[config.mk]
export PLATFORM = sky130hd
export DESIGN_NAME = ram8_burst_master
export DESIGN_NICKNAME = d
export VERILOG_FILES = /design/src/rtl/ram8_burst_master.sv
export SDC_FILE = /design/constraint.sdc
export NUM_CORES = 1
export LEC_CHECK = 0
export ABC_AREA = 1
export CORE_MARGIN = 3
export CORE_UTILIZATION = 37
export CTS_CLUSTER_DIAMETER = 40
export DETAILED_ROUTE_END_ITERATION = 10
export GPL_TIMING_DRIVEN = 0
export HOLD_SLACK_MARGIN = 0.08
export PLACE_DENSITY = 0.86
export RECOVER_POWER = 25
export SLEW_MARGIN = 20
export SYNTH_ARGS = -nofsm -noshare
export SYNTH_HDL_FRONTEND = slang
export SYNTH_SLANG_ARGS = --single-unit
[constraint.sdc]
create_clock -name clk -period 1.54 [get_ports clk]
set_input_delay 0.308 -clock clk [delete_from_list [all_inputs] [get_ports clk]]
set_output_delay 0.308 -clock clk [all_outputs]
set_load 0.05 [all_outputs]
[src/rtl/ram8_burst_master.sv]
// Burst initiator for the 8-word x 16-bit RAM8: sequences address/in/load for
// write bursts from a valid/ready stream and read bursts onto a backpressured stream.
module ram8_burst_master #(
    parameter int READ_LATENCY = 2
) (
    input  logic        clk,
    input  logic        reset,
    input  logic        cmd_valid,
    output logic        cmd_ready,
    input  logic        cmd_write,
    input  logic [2:0]  cmd_start,
    input  logic [2:0]  cmd_len,
    input  logic [15:0] wr_data,
    input  logic        wr_valid,
    output logic        wr_ready,
    output logic [15:0] rd_data,
    output logic        rd_valid,
    input  logic        rd_ready,
    output logic [2:0]  ram_address,
    output logic [15:0] ram_in,
    output logic        ram_load,
    input  logic [15:0] ram_out,
    output logic        busy,
    output logic        done
);

    typedef enum logic [1:0] {
        ST_IDLE      = 2'd0,
        ST_WRITE     = 2'd1,
        ST_READ_WAIT = 2'd2,
        ST_READ_OUT  = 2'd3
    } state_t;

    // Final wait count before ram_out is captured; the address has then been
    // stable for READ_LATENCY cycles.
    localparam logic [1:0] LAST_WAIT = 2'(READ_LATENCY - 1);

    state_t      state_r;
    logic [2:0]  addr_r;
    logic [2:0]  remaining_r;
    logic [1:0]  wait_cnt_r;
    logic [15:0] rd_data_r;
    logic        done_r;

    logic        in_write_s;

    // Handshake and RAM pin decode; load and write-ready are forced low under reset.
    always_comb begin
        in_write_s  = 1'b0;
        cmd_ready   = 1'b0;
        wr_ready    = 1'b0;
        ram_load    = 1'b0;
        if (reset) begin
            in_write_s = 1'b0;
            cmd_ready  = 1'b0;
        end else begin
            in_write_s = (state_r == ST_WRITE);
            cmd_ready  = (state_r == ST_IDLE);
        end
        wr_ready = in_write_s;
        ram_load = in_write_s & wr_valid;
    end

    assign rd_valid    = (state_r == ST_READ_OUT);
    assign busy        = (state_r != ST_IDLE);
    assign done        = done_r;
    assign rd_data     = rd_data_r;
    assign ram_address = addr_r;
    assign ram_in      = wr_data;

    // Burst sequencer: command capture, write beats, read wait/capture/present.
    always_ff @(posedge clk) begin
        if (reset) begin
            state_r     <= ST_IDLE;
            addr_r      <= 3'd0;
            remaining_r <= 3'd0;
            wait_cnt_r  <= 2'd0;
            rd_data_r   <= 16'd0;
            done_r      <= 1'b0;
        end else begin
            done_r <= 1'b0;
            case (state_r)
                ST_IDLE: begin
                    if (cmd_valid) begin
                        addr_r      <= cmd_start;
                        remaining_r <= cmd_len;
                        wait_cnt_r  <= 2'd0;
                        state_r     <= cmd_write ? ST_WRITE : ST_READ_WAIT;
                    end
                end
                ST_WRITE: begin
                    if (wr_valid) begin
                        if (remaining_r == 3'd0) begin
                            state_r <= ST_IDLE;
                            done_r  <= 1'b1;
                        end else begin
                            addr_r      <= addr_r + 3'd1;
                            remaining_r <= remaining_r - 3'd1;
                        end
                    end
                end
                ST_READ_WAIT: begin
                    wait_cnt_r <= wait_cnt_r + 2'd1;
                    if (wait_cnt_r == LAST_WAIT) begin
                        rd_data_r <= ram_out;
                        state_r   <= ST_READ_OUT;
                    end
                end
                ST_READ_OUT: begin
                    // rd_data_r holds until the consumer takes it.
                    if (rd_ready) begin
                        if (remaining_r == 3'd0) begin
                            state_r <= ST_IDLE;
                            done_r  <= 1'b1;
                        end else begin
                            addr_r      <= addr_r + 3'd1;
                            remaining_r <= remaining_r - 3'd1;
                            wait_cnt_r  <= 2'd0;
                            state_r     <= ST_READ_WAIT;
                        end
                    end
                end
                default: begin
                    state_r <= ST_IDLE;
                end
            endcase
        end
    end

endmodule

==> impl_results.md, run 1 <==
* Number of global-route vias before repair at 1,351
* Critical Path AT at 1200 ps
* Chip Width at 68.17 µm
* Detailed-router iteration count before antenna repair at 4
* Hpwl dp at 2793 µm
* Crit path capture type: output pin
* P_int at 0.001535 W
* Placed Area at 2183 µm²
* Syn_nets at 245
* Clock power frac at 14.8%
* Core region area at 3521 µm²
* Setup TNS at 0 ps
* Slew margin rel. at 66.05%
* Fin area at 2238 µm²
* Largest net degree at the start of global routing at 17
* Status: finished clean
* Diodes inserted at 0
* Peak Freq at 0.6622 GHz
* Leakage power at 1.033 nW
* Initial Util at 40.62%
* Most frequent cells in the layout: clkdlybuf4s50_1 (42), nand2_1 (37), dfxtp_1 (24)
* P&R area growth vs syn at 56.52%
* Worst-path clk slew at 100 ps
* Die H at 68.17 µm
* Combinational power share at 53.7%
* First-pass GRT wire length at 5678 µm
* Layout cells sized above 1 at 21.03%
* Placer congestion estimate at 0.8257
* Max clock buf depth at 2
* Clock buffer count from CTS at 3
* RSZ-0062 raised after global routing: yes
* Sink Count at 27
* Final ANT Viol Nets at 0
* Crit Path Class: flop to output pin
* Count of yosys warnings during synthesis at 0
* Sequential cell area at 544.3 µm²
* Post-layout minimum cycle time at 1510 ps
* GR Util met3 at 3.941%
* Met1 GRT Util at 19.48%
* Die area at 4647 µm²
* GRT met2 Usage at 26.84%
* Area occupied by multi-input gates at 656.9 µm²
* Slew Limit Fails at 0
* Seq/Total Area, Yosys at 37.80%
* Final WL at 3764 µm
* Clock Latency Late Sink at 280 ps
* Hold Worst Slack at 458.8 ps
* Sw Share at 45.79%
* Clock tree from TritonCTS: done
* CTS H-tree lvls at 1
* GRT overflow at 0
* Gr busiest metal: met2
* Initial antenna violation count at 0
* FILL cells at 330
* Post-route DRC at 0
* I/O pins at 85
* Initial DRC Count at 71
* Slew of the pin with the lowest slew margin at 511.3 ps
* Post-Syn Area at 1430 µm²
* Clock skew after layout at 1.515 ps
* Post-layout instance count excluding filler cells at 317
* IO buf count at 68
* Power Dens Cells at 1265 nW/µm²
* Cells after Synth at 197
* Library cells used by synthesis at 24
* Mean Syn Cell Area at 7.260 µm²
* Final Hold Vio Count at 0
* Switching power at 0.001297 W
* Number of vias in the routed layout at 1,495
* Setup violators final at 0
* Routed wire per std cell at 11.87 µm
* Nets at 320
* Drt via density at 4.716
* Synth Register Bits at 27
* Post-route clock period utilization at 98.06%
* Placed Cells at 311
* Most common cell after layout, fill and taps aside: clkdlybuf4s50_1
* Worst setup SP type: flop
* Row cnt at 21
* Seq pwr share at 31.5%
* VDD IR max at 0.8338 mV
* Worst path required time at 1230 ps
* Max_cap viols at 0
* Root Buffer: clkbuf_8
* Max FO, Critical Path at 5
* Tot GR Track Use at 15.73%
* Hold Crit Class: flop to flop
[stage by stage]
stage	utilization (%)	total power (W)	setup slack [ps]
floorplan	-	0.001958	21.12
CTS	63.29	0.002791	3.826
detailed placement	62.01	0.002371	-919.1
global route	63.58	0.003045	-26.85
finish	63.58	0.002832	29.87
global placement	62.01	0.002340	-915.8
[path summary, 6_finish.rpt]
check | from | endpoint | slack, ps | cells past startpoint
worst min-delay path | rd_data[6] | rd_data[6] | 460 | 2
worst max register to register | state_r[1] | rd_data[15] | 90 | 7
worst max-delay path | state_r[0] | ram_load | 30 | 4
worst min register to register | rd_data[6] | rd_data[6] | 460 | 2
[power groups by stage]
| stage | clock (W) | sequential (W) | combinational [W] |
|---|---|---|---|
| after floorplan | 0 | 0.00103 | 0.000927 |
| after global placement | 0 | 0.000893 | 0.00145 |
| after detailed placement | 0 | 0.000899 | 0.00147 |
| after CTS | 0.000435 | 0.000885 | 0.00147 |
| after global routing | 0.000463 | 0.000909 | 0.00167 |
| final | 0.000419 | 0.000892 | 0.00152 |
[sequential cells by signal, summed over array words and instances, names as in the netlist]
name / cells
done: 1
ram_address: 3
rd_data: 16
remaining_r: 3
state_r: 2
wait_cnt_r: 2
[Yosys cell counts]
cell type	count	area, µm²
nand4_1	1	6.260
nor2_4	1	11.26
or2_2	2	12.51
nor3_1	2	10.01
o21ai_0	11	55.05
o21ai_1	1	5.000
nor2_2	1	6.260
mux2i_1	1	10.01
inv_1	16	60.06
buf_2	2	10.01
buf_6	3	33.78
nand2_2	4	25.02
a21oi_1	20	100.1
inv_6	1	8.760
nand2_4	1	11.26
nor2_8	1	20.02
nand3_1	21	105.1
ha_1	4	50.05
clkbuf_1	2	7.510
nand2_1	38	142.6
nor2_1	18	67.56
inv_2	3	11.26
dfxtp_1	27	540.5
buf_4	16	120.1
[cell families (layout without fill, tap and decap cells)]
| family | Yosys count | after routing | share of synthesized area [%] |
|---|---|---|---|
| simple gates | 90 | 90 | 29.22 |
| buf+inv | 43 | 117 | 17.59 |
| compound gates | 32 | 32 | 11.20 |
| flops | 27 | 27 | 37.80 |
| fa+ha+maj | 4 | 4 | 3.500 |
| mux | 1 | 1 | 0.6999 |
[layout make-up]
type / count / area share (%)
repair buffers: 70 / 29.68
multi-input cells: 127 / 29.35
flip-flops and latches: 27 / 24.32
plain buffers: 23 / 8.217
inverters: 20 / 3.689
well taps: 46 / 2.571
clock buffers: 3 / 1.845
clock inverters: 1 / 0.3354
[metal layers]
layer | part of all wire (%) | vias up
met5 | 0 | -
met4 | 0.50 | 0
met3 | 8.7 | 4
met2 | 49 | 56
met1 | 42 | 669
li1 | - | 766
[timing repair]
action | 4_1_cts | 5_1_grt
endpoints found under the setup margin | 25 | 14
hold buffers | 0 | 0
pin swaps | 0 | 2
cloned | 0 | 0
gates resized for setup | 54 | 16
setup buffers | 2 | 0
[critical path, cell delays in order, from the launching register on]
cell,delay (ps)
dfxtp_2,350
buf_6,120
nand2_4,70
nor3_2,200
buf_6,180
(Power assumes the default switching activity.)
==> run 2, diff against run 1 <==
==> constraint.sdc (replaced) <==
create_clock -name clk -period 1.6 [get_ports clk]
set_input_delay 0.32 -clock clk [delete_from_list [all_inputs] [get_ports clk]]
set_output_delay 0.32 -clock clk [all_outputs]
set_load 0.05 [all_outputs]
==> run 2 against run 1 <==
Design area down 1.1%. Flip-flop and latch count unchanged. First-iteration DRC count up 32%. Global-route usage rose by 0.21 points. Non-clock buffer count unchanged. Sequential share of layout area rose by 0.22 points. Hold slack better by 1.5 ps. Combinational power down 7%. Worst setup slack improved by 40 ps. Largest power group unchanged.
==> impl_results.md, run 2 (synthesized netlist as in run 1, its figures left out) <==
* Status: finished clean
* P&R area growth vs syn at 54.77%
* Highest routing layer actually used: met4
* Clock power frac at 14.5% (-0.3 points)
* WL met1 at 1569 µm (-1.3%)
* Placer congestion estimate at 0.7729 (-6.4%)
* Chip Width at 68.17 µm (unchanged)
* Nets at 320 (unchanged)
* Initial antenna violation count at 0 (unchanged)
* PnR worst setup slack at 70.02 ps (+40.15 ps)
* Detailed-router iteration count before antenna repair at 4 (unchanged)
* Diodes inserted at 0 (unchanged)
* Most frequent cells in the layout: clkdlybuf4s50_1 (42), nand2_1 (39), dfxtp_1 (25)
* Worst path required time at 1280 ps (+50 ps)
* Hold Crit Start: rd_data[9]
* Worst r2r src: state_r[0]
* Reg2reg end: rd_data[15]
* P_int at 0.001450 W (-5.5%)
* Power Dens Cells at 1196 nW/µm² (-5.5%)
* Initial DRC Count at 94 (+32%)
* Root Buffer: clkbuf_8
* Worst Setup SP: state_r[0]
* Sink Count at 27 (unchanged)
* Final WL at 3635 µm (-3.4%)
* Most common cell after layout, fill and taps aside: clkdlybuf4s50_1
* Final Hold Vio Count at 0 (unchanged)
* Post-layout instance count excluding filler cells at 317 (unchanged)
* Slew of the pin with the lowest slew margin at 507.1 ps (-4.144 ps)
* Worst setup SP type: flop
* Max_cap viols at 0 (unchanged)
* Cts hold-fix bufs at 0 (unchanged)
* Combinational power share at 53.3% (-0.4 points)
* Layout cells sized above 1 at 18.08% (-3.0 points)
* Max FO, Critical Path at 5 (unchanged)
* RSZ-0062 raised after global routing: no
* Critical-path top delay cell: dfxtp_2
* Clock tree from TritonCTS: done
* Clock Latency Late Sink at 270 ps (about the same)
* Post-route clock period utilization at 95.62%
* Die area at 4647 µm² (unchanged)
* Critical Path AT at 1210 ps (about the same)
* Met3 WL post-DR at 297 µm (-9.2%)
* Hold endpoint: rd_data[9]
* Drt via density at 4.606 (-2.3%)
* FILL cells at 368 (+12%)
* First-pass GRT wire length at 5733 µm (+0.97%)
* Crit path capture type: output pin
* Die H at 68.17 µm (unchanged)
* Worst path cell trace: buf_6 -> nand2_2 -> nor3_2 -> buf_6
* Hpwl dp at 2821 µm (+1.0%)
* Peak Freq at 0.6536 GHz
* Leakage power at 1.030 nW (-0.33%)
* Max clock buf depth at 2 (unchanged)
* Setup violators final at 0 (unchanged)
* Slew Limit Fails at 0 (unchanged)
* Switching power at 0.001196 W (-7.7%)
* Metal2 WL at 1757 µm (-3.9%)
* Crit Path Class: flop to output pin
* Clock skew after layout at 2.370 ps (+0.8547 ps)
* Slew margin rel. at 66.09% (about the same)
* Largest net degree at the start of global routing at 15 (-2)
* IO buf count at 68 (unchanged)
* Core region area at 3521 µm² (unchanged)
* Seq pwr share at 32.2% (+0.7 points)
* Number of global-route vias before repair at 1,362 (+0.81%)
* R2r setup slk at 110 ps (+20 ps)
* VDD IR max at 0.7396 mV (-11%)
* Post-layout minimum cycle time at 1530 ps
* Hold Path Cell Cnt at 2 (unchanged)
* Placed Cells at 311 (unchanged)
* Max reg flops at 16 (unchanged)
* Worst path max stage delay at 340 ps (about the same)
* Sw Share at 45.21% (-0.59 points)
* GRT overflow at 0 (unchanged)
* Hold Crit Class: flop to flop
* Clock buffer count from CTS at 3 (unchanged)
* Setup WS pre-CTS at -862.3 ps (+56.79 ps)
* Most common cell on crit path: buf_6
* Initial Util at 40.62% (unchanged)
* Final ANT Viol Nets at 0 (unchanged)
* I/O pins at 85 (unchanged)
* CTS H-tree lvls at 1 (unchanged)
* Number of vias in the routed layout at 1,460 (-2.3%)
* Worst-path clk slew at 90 ps (about the same)
* Routed wire per std cell at 11.47 µm (-3.4%)
* R2r worst-path depth at 7 (unchanged)
* Tot GR Track Use at 15.94% (+0.21 points)
* Post-route DRC at 0 (unchanged)
* Row cnt at 21 (unchanged)
-- run 2: changes by cell type in the layout (fill, tap and decap cells not counted), moves of 2 or more --
| cell | change |
|---|---|
| dlygate4sd2_1 | +3 |
| nor2_2 | -3 |
| clkdlybuf4s15_1 | -2 |
| nand2_4 | -2 |
| nand2_1 | +2 |
| nor2_1 | +3 |
-- run 2: critical path, delay by kind of cell (launching register included) --
| family | cells | cell delay (ps) |
|---|---|---|
| buffers and inverters | 2 | 290 |
| DFF | 1 | 340 |
| and+or+nand+nor | 2 | 300 |
-- run 2: layer usage --
| metal | global-route usage, % | vias up |
|---|---|---|
| li1 | - | 762 |
| met1 | 19.78 | 636 |
| met2 | 27.68 | 60 |
| met3 | 4.762 | 2 |
| met4 | 2.233 | 0 |
| met5 | 0 | - |
-- run 2: area by class of cell --
cell class,count,area [µm²],share of cell area (%)
Inverter,20,80.08,3.618
Multi-Input combinational cell,127,643.1,29.06
Timing Repair Buffer,70,666.9,30.13
Buffer,23,177.7,8.027
Tap cell,46,57.56,2.600
Clock buffer,4,45.04,2.035
Sequential cell,27,543.0,24.53
-- run 2: worst max-delay path by stage --
stage,cells after the start,end
finish,4,ram_load
floorplan,3,wr_ready
detailed placement,4,wr_ready
CTS,3,rd_valid
global route,4,ram_load
global placement,4,wr_ready
-- run 2: stage by stage --
step           hold slack, ps  cell area [µm²]  TNS, ps  power, W  util, %
3_3_place_gp            446.7             2181    -2650  0.002250    61.94
3_5_place_dp            449.5             2181    -2956  0.002288    61.94
6_report                460.3             2213        0  0.002647    62.86
4_1_cts                 460.3             2215        0  0.002658    62.90
5_1_grt                 489.1             2213        0  0.002864    62.86
2_1_floorplan           398.5             1443        0  0.001882        -
-- run 2: power by group through the flow --
stage	clock, W	combinational [W]	sequential [W]
CTS	0.000400	0.00141	0.000849
floorplan	0	0.000890	0.000992
global placement	0	0.00139	0.000860
finish	0.000384	0.00141	0.000852
detailed placement	0	0.00142	0.000865
global route	0.000439	0.00156	0.000868
-- run 2: repair_timing --
action | CTS | global route
gates cloned | 0 | 0
pin swaps | 0 | 2
endpoints found under the setup margin | 25 | 8
resized for setup | 50 | 4
hold endpoints to repair | 0 | 0
setup buffers | 2 | 0
==> variant 1: new RTL, config.mk and constraints of run 2 <==
Re-encode `state_t` (4 states) as one-hot, 4 bits wide.
--- a/src/rtl/ram8_burst_master.sv
+++ b/src/rtl/ram8_burst_master.sv
@@ -24,11 +24,11 @@
     output logic        done
 );
 
-    typedef enum logic [1:0] {
-        ST_IDLE      = 2'd0,
-        ST_WRITE     = 2'd1,
-        ST_READ_WAIT = 2'd2,
-        ST_READ_OUT  = 2'd3
+    typedef enum logic [3:0] {
+        ST_IDLE      = 4'b0001,
+        ST_WRITE     = 4'b0010,
+        ST_READ_WAIT = 4'b0100,
+        ST_READ_OUT  = 4'b1000
     } state_t;
 
     // Final wait count before ram_out is captured; the address has then been
Behaviour: same outputs for any inputs over 10 cycles, from zero or initial values and one cycle with reset high; not proved beyond that.
==> variant 1 against run 2 <==
  * Register-to-register slack gained 0.06 ns
  * Largest power group unchanged
  * Highest routed layer unchanged
  * Fmax shrank 3.5%
  * Area after synthesis up 12%
  * Wire length up 5.7%
  * Critical path depth is the same
  * Combinational power up 22%
  * Cell count increased by 11%
  * Final area rose by 13%
  * Setup slack lost 0.056 ns
  * Sequential cell count increased by 2
  * Power rose by 29%
  * Die area is 11% higher
  * Clock power grew 88%
  * Critical endpoint unchanged
==> variant 1: results (changes against run 2) <==
* Placed insts at 340 (+9.3%)
* Clock Latency Late Sink at between 0.2 and 0.3 ns
* Cells after synthesis at 223 (+13%)
* Fillcell total at 374 (+1.6%)
* Final setup TNS at 0 ns (unchanged)
* Worst slack, placed at -0.560 ns (+0.302 ns)
* CTS buffer count at 5 (+2)
* Max FFs per register at 16 (unchanged)
* Tightest Hold Check Type: flop to flop
* Skew final at 0.00396 ns (+0.00159 ns)
* Synth Area in XOR/XNOR at 0 (unchanged)
* Synth Area in Compound Gates at 0.131 (+0.0192)
* GP Congestion at 0.815 (+5.5%)
* Root Buffer: clkbuf_8
* Largest family of logic cells by synthesized area: simple AND/OR/NAND/NOR gates
* Ys flop type: dfxtp_1
* Critical Path Fanout Max at 6 (+1)
* Via density at 4.46 (-3.2%)
* Antenna violations before repair at 0 (unchanged)
* Post-synthesis sequential area ratio at 0.362 (-0.0157)
* First-pass GRT wire length at 6310 microns (+10%)
* Worst-margin pin slew at 0.559 ns (+0.0520 ns)
* Final Non-Filler Cells at 352 (+11%)
* Post-Syn Nets at 271 (+11%)
* Arr. time, crit path at 1.27 ns (+0.06 ns)
* Number of diodes at 0 (unchanged)
* DR iter-0 viols at 88 (-6.4%)
* Max clock buf depth at 2 (unchanged)
* Dominant cells by area after synthesis: dfxtp_1, inv_1, buf_4, nand2_1, a21oi_1
* H-tree depth at 2 (+1)
* Clock-pin slew on the worst setup and hold paths at 0.06 ns (-0.03 ns)
* List of most frequent post-synthesis cells: inv_1, nand2_1, dfxtp_1
* Cell Area, Placed at 0.00235 sq mm (+7.8%)
* Cell Pwr Density at 1360 mW/mm^2 (+14%)
* Worst R2R Path Depth at 10 (+3)
* Post-Synth Adder-Cell Area at 0.0312 (-0.00377)
* Hold path depth at 2 (unchanged)
* Fraction of registers with async set/reset at 0 (unchanged)
* DRT Pass-1 Iters at 5 (+1)
* Worst VDD drop at 0.535 mV (-28%)
* DPL Wire Length at 2980 microns (+5.8%)
* Outcome: complete, no violations
* Mux contribution to synthesized area at 0 (-0.00700)
* Netlist cell types at 24 (unchanged)
* Ys Warns at 0 (unchanged)
* Lkg Pwr at 1.20 nW (+16%)
* Share of cells above drive strength 1 at 0.222 (+0.0410)
* Final WL at 3840 microns (+5.7%)
* Buffers on Ports at 67 (-1.5%)
* Largest net degree at the start of global routing at 11 (-4)
* Vias in the first global route at 1,499 (+10%)
* Gr usage total at 0.152 (-0.00723)
==> variant 1: cell count changes after synthesis, moves of 4 or more <==
cell            run 2  this run
nand2_1            38        31
nand3_1            21        15
nand2_4             1         5
o21ai_0            11        19
inv_1              16        36
==> variant 1: cell families after synthesis <==
logic type,Yosys count
fa+ha+maj,4
flops,29
buf+inv,60
simple gates,89
compound gates,41
==> variant 1: worst paths after layout <==
path	start	slack (ns)	to
worst max-delay path	state_r[2]	0.01	ram_load
worst max register to register	state_r[2]	0.17	remaining_r[0]
worst min-delay path	rd_data[0]	0.44	rd_data[0]
worst min register to register	rd_data[0]	0.44	rd_data[0]
==> variant 1: layout make-up <==
cell class              count  area share
multi-input cells         134       0.311
repair buffers             72       0.272
flip-flops and latches     29       0.236
plain buffers              22      0.0579
inverters                  38      0.0569
clock buffers               5      0.0274
well taps                  50      0.0250
clock inverters             2      0.0140
==> variant 1: layer usage <==
| layer | share of wire | wire length [microns] | GRT usage | vias to the layer above |
|---|---|---|---|---|
| li1 | - | - | - | 837 |
| met1 | 0.41 | 1590 | 0.168 | 667 |
| met2 | 0.46 | 1780 | 0.252 | 63 |
| met3 | 0.12 | 449 | 0.0799 | 2 |
| met4 | 0.0047 | 18 | 0.0480 | 0 |
| met5 | 0 | 0 | 0 | - |
==> variant 1: timing repair <==
item                                    CTS  global route
pin swaps                                 0             3
cloned                                    0             0
resized for setup                        55            14
buffers inserted                          0             5
endpoints found under the setup margin   25            14
==> variant 1: critical path, cell delays in order, from the launching register on <==
cell and delay [ns]:
dfxtp_2 0.35, nor2_4 0.21, nand2_4 0.11, nor3_4 0.14
buf_6 0.18
==> variant 1: report_power, final <==
group          total, mW  internal, mW  switching (mW)  leakage [nW]
combinational       1.72         0.636            1.09         0.907
clock              0.720         0.452           0.269        0.0540
sequential         0.961         0.845           0.116         0.237
==> variant 2: new RTL, flow settings as in run 2 <==
Without the edit above. Reset style: asynchronous (`reset`), changed in one clocked block.
--- a/src/rtl/ram8_burst_master.sv
+++ b/src/rtl/ram8_burst_master.sv
@@ -69,7 +69,7 @@
     assign ram_in      = wr_data;
 
     // Burst sequencer: command capture, write beats, read wait/capture/present.
-    always_ff @(posedge clk) begin
+    always_ff @(posedge clk or posedge reset) begin
         if (reset) begin
             state_r     <= ST_IDLE;
             addr_r      <= 3'd0;
Function: differs if reset is asserted again (counterexample within 4 cycles, from zero or initial values and one cycle with reset high); with reset held inactive, the same outputs for 10 cycles.
==> variant 2 against run 2 <==
  * Critical endpoint unchanged
  * Area after synthesis up 9.8%
  * Sequential cell count unchanged
  * Die area up 8.9%
  * Final area up 8.6%
  * Wire length up 3.3%
  * Via count up 2.2%
  * First-iteration DRC count down 39%
  * Cell count up 1.9%
  * Count of clock-buffer cells in the layout down 1
  * The run now ends with setup timing left
  * Setup slack worse by 0.082 ns
Power is not compared: it rests on default switching activity, and its combinational part moved more than twofold at a synthesized area within 25%.
==> variant 2: results (changes against run 2) <==
* Outcome: finished, violations left
* Failing checks: setup timing
* Critical Path Fanout Max at 4 (-1)
* CP Launch Point: reset
* Critical R2R Launch: remaining_r[0]
* DR iter-0 viols at 57 (-39%)
* Share of cells above drive strength 1 at 0.220 (+0.0390)
* Worst setup slack after layout at -0.0119 ns (-0.0819 ns)
* First-pass GRT wire length at 6270 microns (+9.3%)
* Cells after synthesis at 196 (-0.51%)
* Gr usage total at 0.148 (-0.0117)
* Via count at 1,492 (+2.2%)
* Buffers on Ports at 68 (unchanged)
* GR met1 Demand/Resource at 0.186 (-0.0118)
* Post-synthesis sequential area ratio at 0.430 (+0.0523)
* Cell Area, Placed at 0.00233 sq mm (+6.7%)
* Critical-path top delay cell: clkdlybuf4s50_1
* WL met3 at 244 microns (-18%)
* Wl on met1 at 1620 microns (+2.9%)
* Fillcell total at 381 (+3.5%)
* Worst R2R Path Depth at 9 (+2)
* Arr. time, crit path at 1.29 ns (+0.08 ns)
* Worst slack, placed at -0.570 ns (+0.293 ns)
* Total length of routed met2 wires at 1880 microns (+6.8%)
* CP peak stage delay at 0.56 ns (+0.22 ns)
* Final net count at 322 (+0.63%)
* Vias in the first global route at 1,453 (+6.7%)
* Post-Syn Nets at 244 (-0.41%)
* R2r setup slk at 0.18 ns (+0.07 ns)
* Ys flop type: dfrtp_1
* Fraction of registers with async set/reset at 1.00 (+1.00)
* DPL Wire Length at 2840 microns (+0.60%)
* Crit path max-delay family: buffers and inverters
* Dominant cells by area after synthesis: dfrtp_1, nand2_1, nand3_1, buf_4, ha_1
* Final Setup Violations at 1 (+1)
* GR met2 Demand/Resource at 0.254 (-0.0227)
* DR WL/cell at 11.6 microns (+1.4%)
* Largest net degree at the start of global routing at 28 (+13)
[variant 2: repair_timing]
item | CTS | global route
buffers inserted | 1 | 4
endpoints found under the setup margin | 25 | 5
gates resized for setup | 50 | 8
pin swaps | 0 | 1
[variant 2: per-stage QoR]
stage | power [mW] | cells | setup TNS [ns]
6_report | 5.07 | 323 | -0.0119
5_1_grt | 5.44 | 323 | -0.128
4_1_cts | 4.97 | 319 | -0.0160
3_5_place_dp | 4.75 | 314 | -7.63
3_3_place_gp | 4.66 | 314 | -6.91
2_1_floorplan | 3.73 | 196 | -0.00354
[variant 2: area by class of cell]
type	instances	area, sq um	share of cell area
timing repair buffer	73	691	0.287
multi-input combinational	129	678	0.282
sequential	27	676	0.281
buffer	23	174	0.0724
inverter	17	73.8	0.0307
tap	50	62.6	0.0260
clock buffer	3	41.3	0.0172
clock inverter	1	7.51	0.00312
[variant 2: kinds of logic after synthesis]
logic type / Yosys count / synth area share
adders and majority gates: 4 / 0.0319
buffers and inverters: 40 / 0.155
AOI/OAI and AO/OA: 9 / 0.0295
DFF: 27 / 0.430
and+or+nand+nor: 116 / 0.354
[variant 2: worst min-delay path by stage]
stage | slack [ns] | endpoint | cells after the start | from
after floorplan | 0.37 | done | 1 | reset
after CTS | 0.48 | rd_data[8] | 2 | rd_data[8]
after global placement | 0.45 | rd_data[8] | 2 | rd_data[8]
after detailed placement | 0.46 | rd_data[5] | 2 | rd_data[5]
after global routing | 0.50 | rd_data[3] | 2 | rd_data[3]
final | 0.47 | rd_data[5] | 2 | rd_data[5]
[variant 2: power groups by stage]
stage               Combinational (mW)  Sequential (mW)  Clock, mW
global route                      3.75             1.26      0.431
CTS                               3.34             1.22      0.411
finish                            3.45             1.22      0.401
detailed placement                3.50             1.25          0
floorplan                         1.66             2.07          0
global placement                  3.43             1.23          0
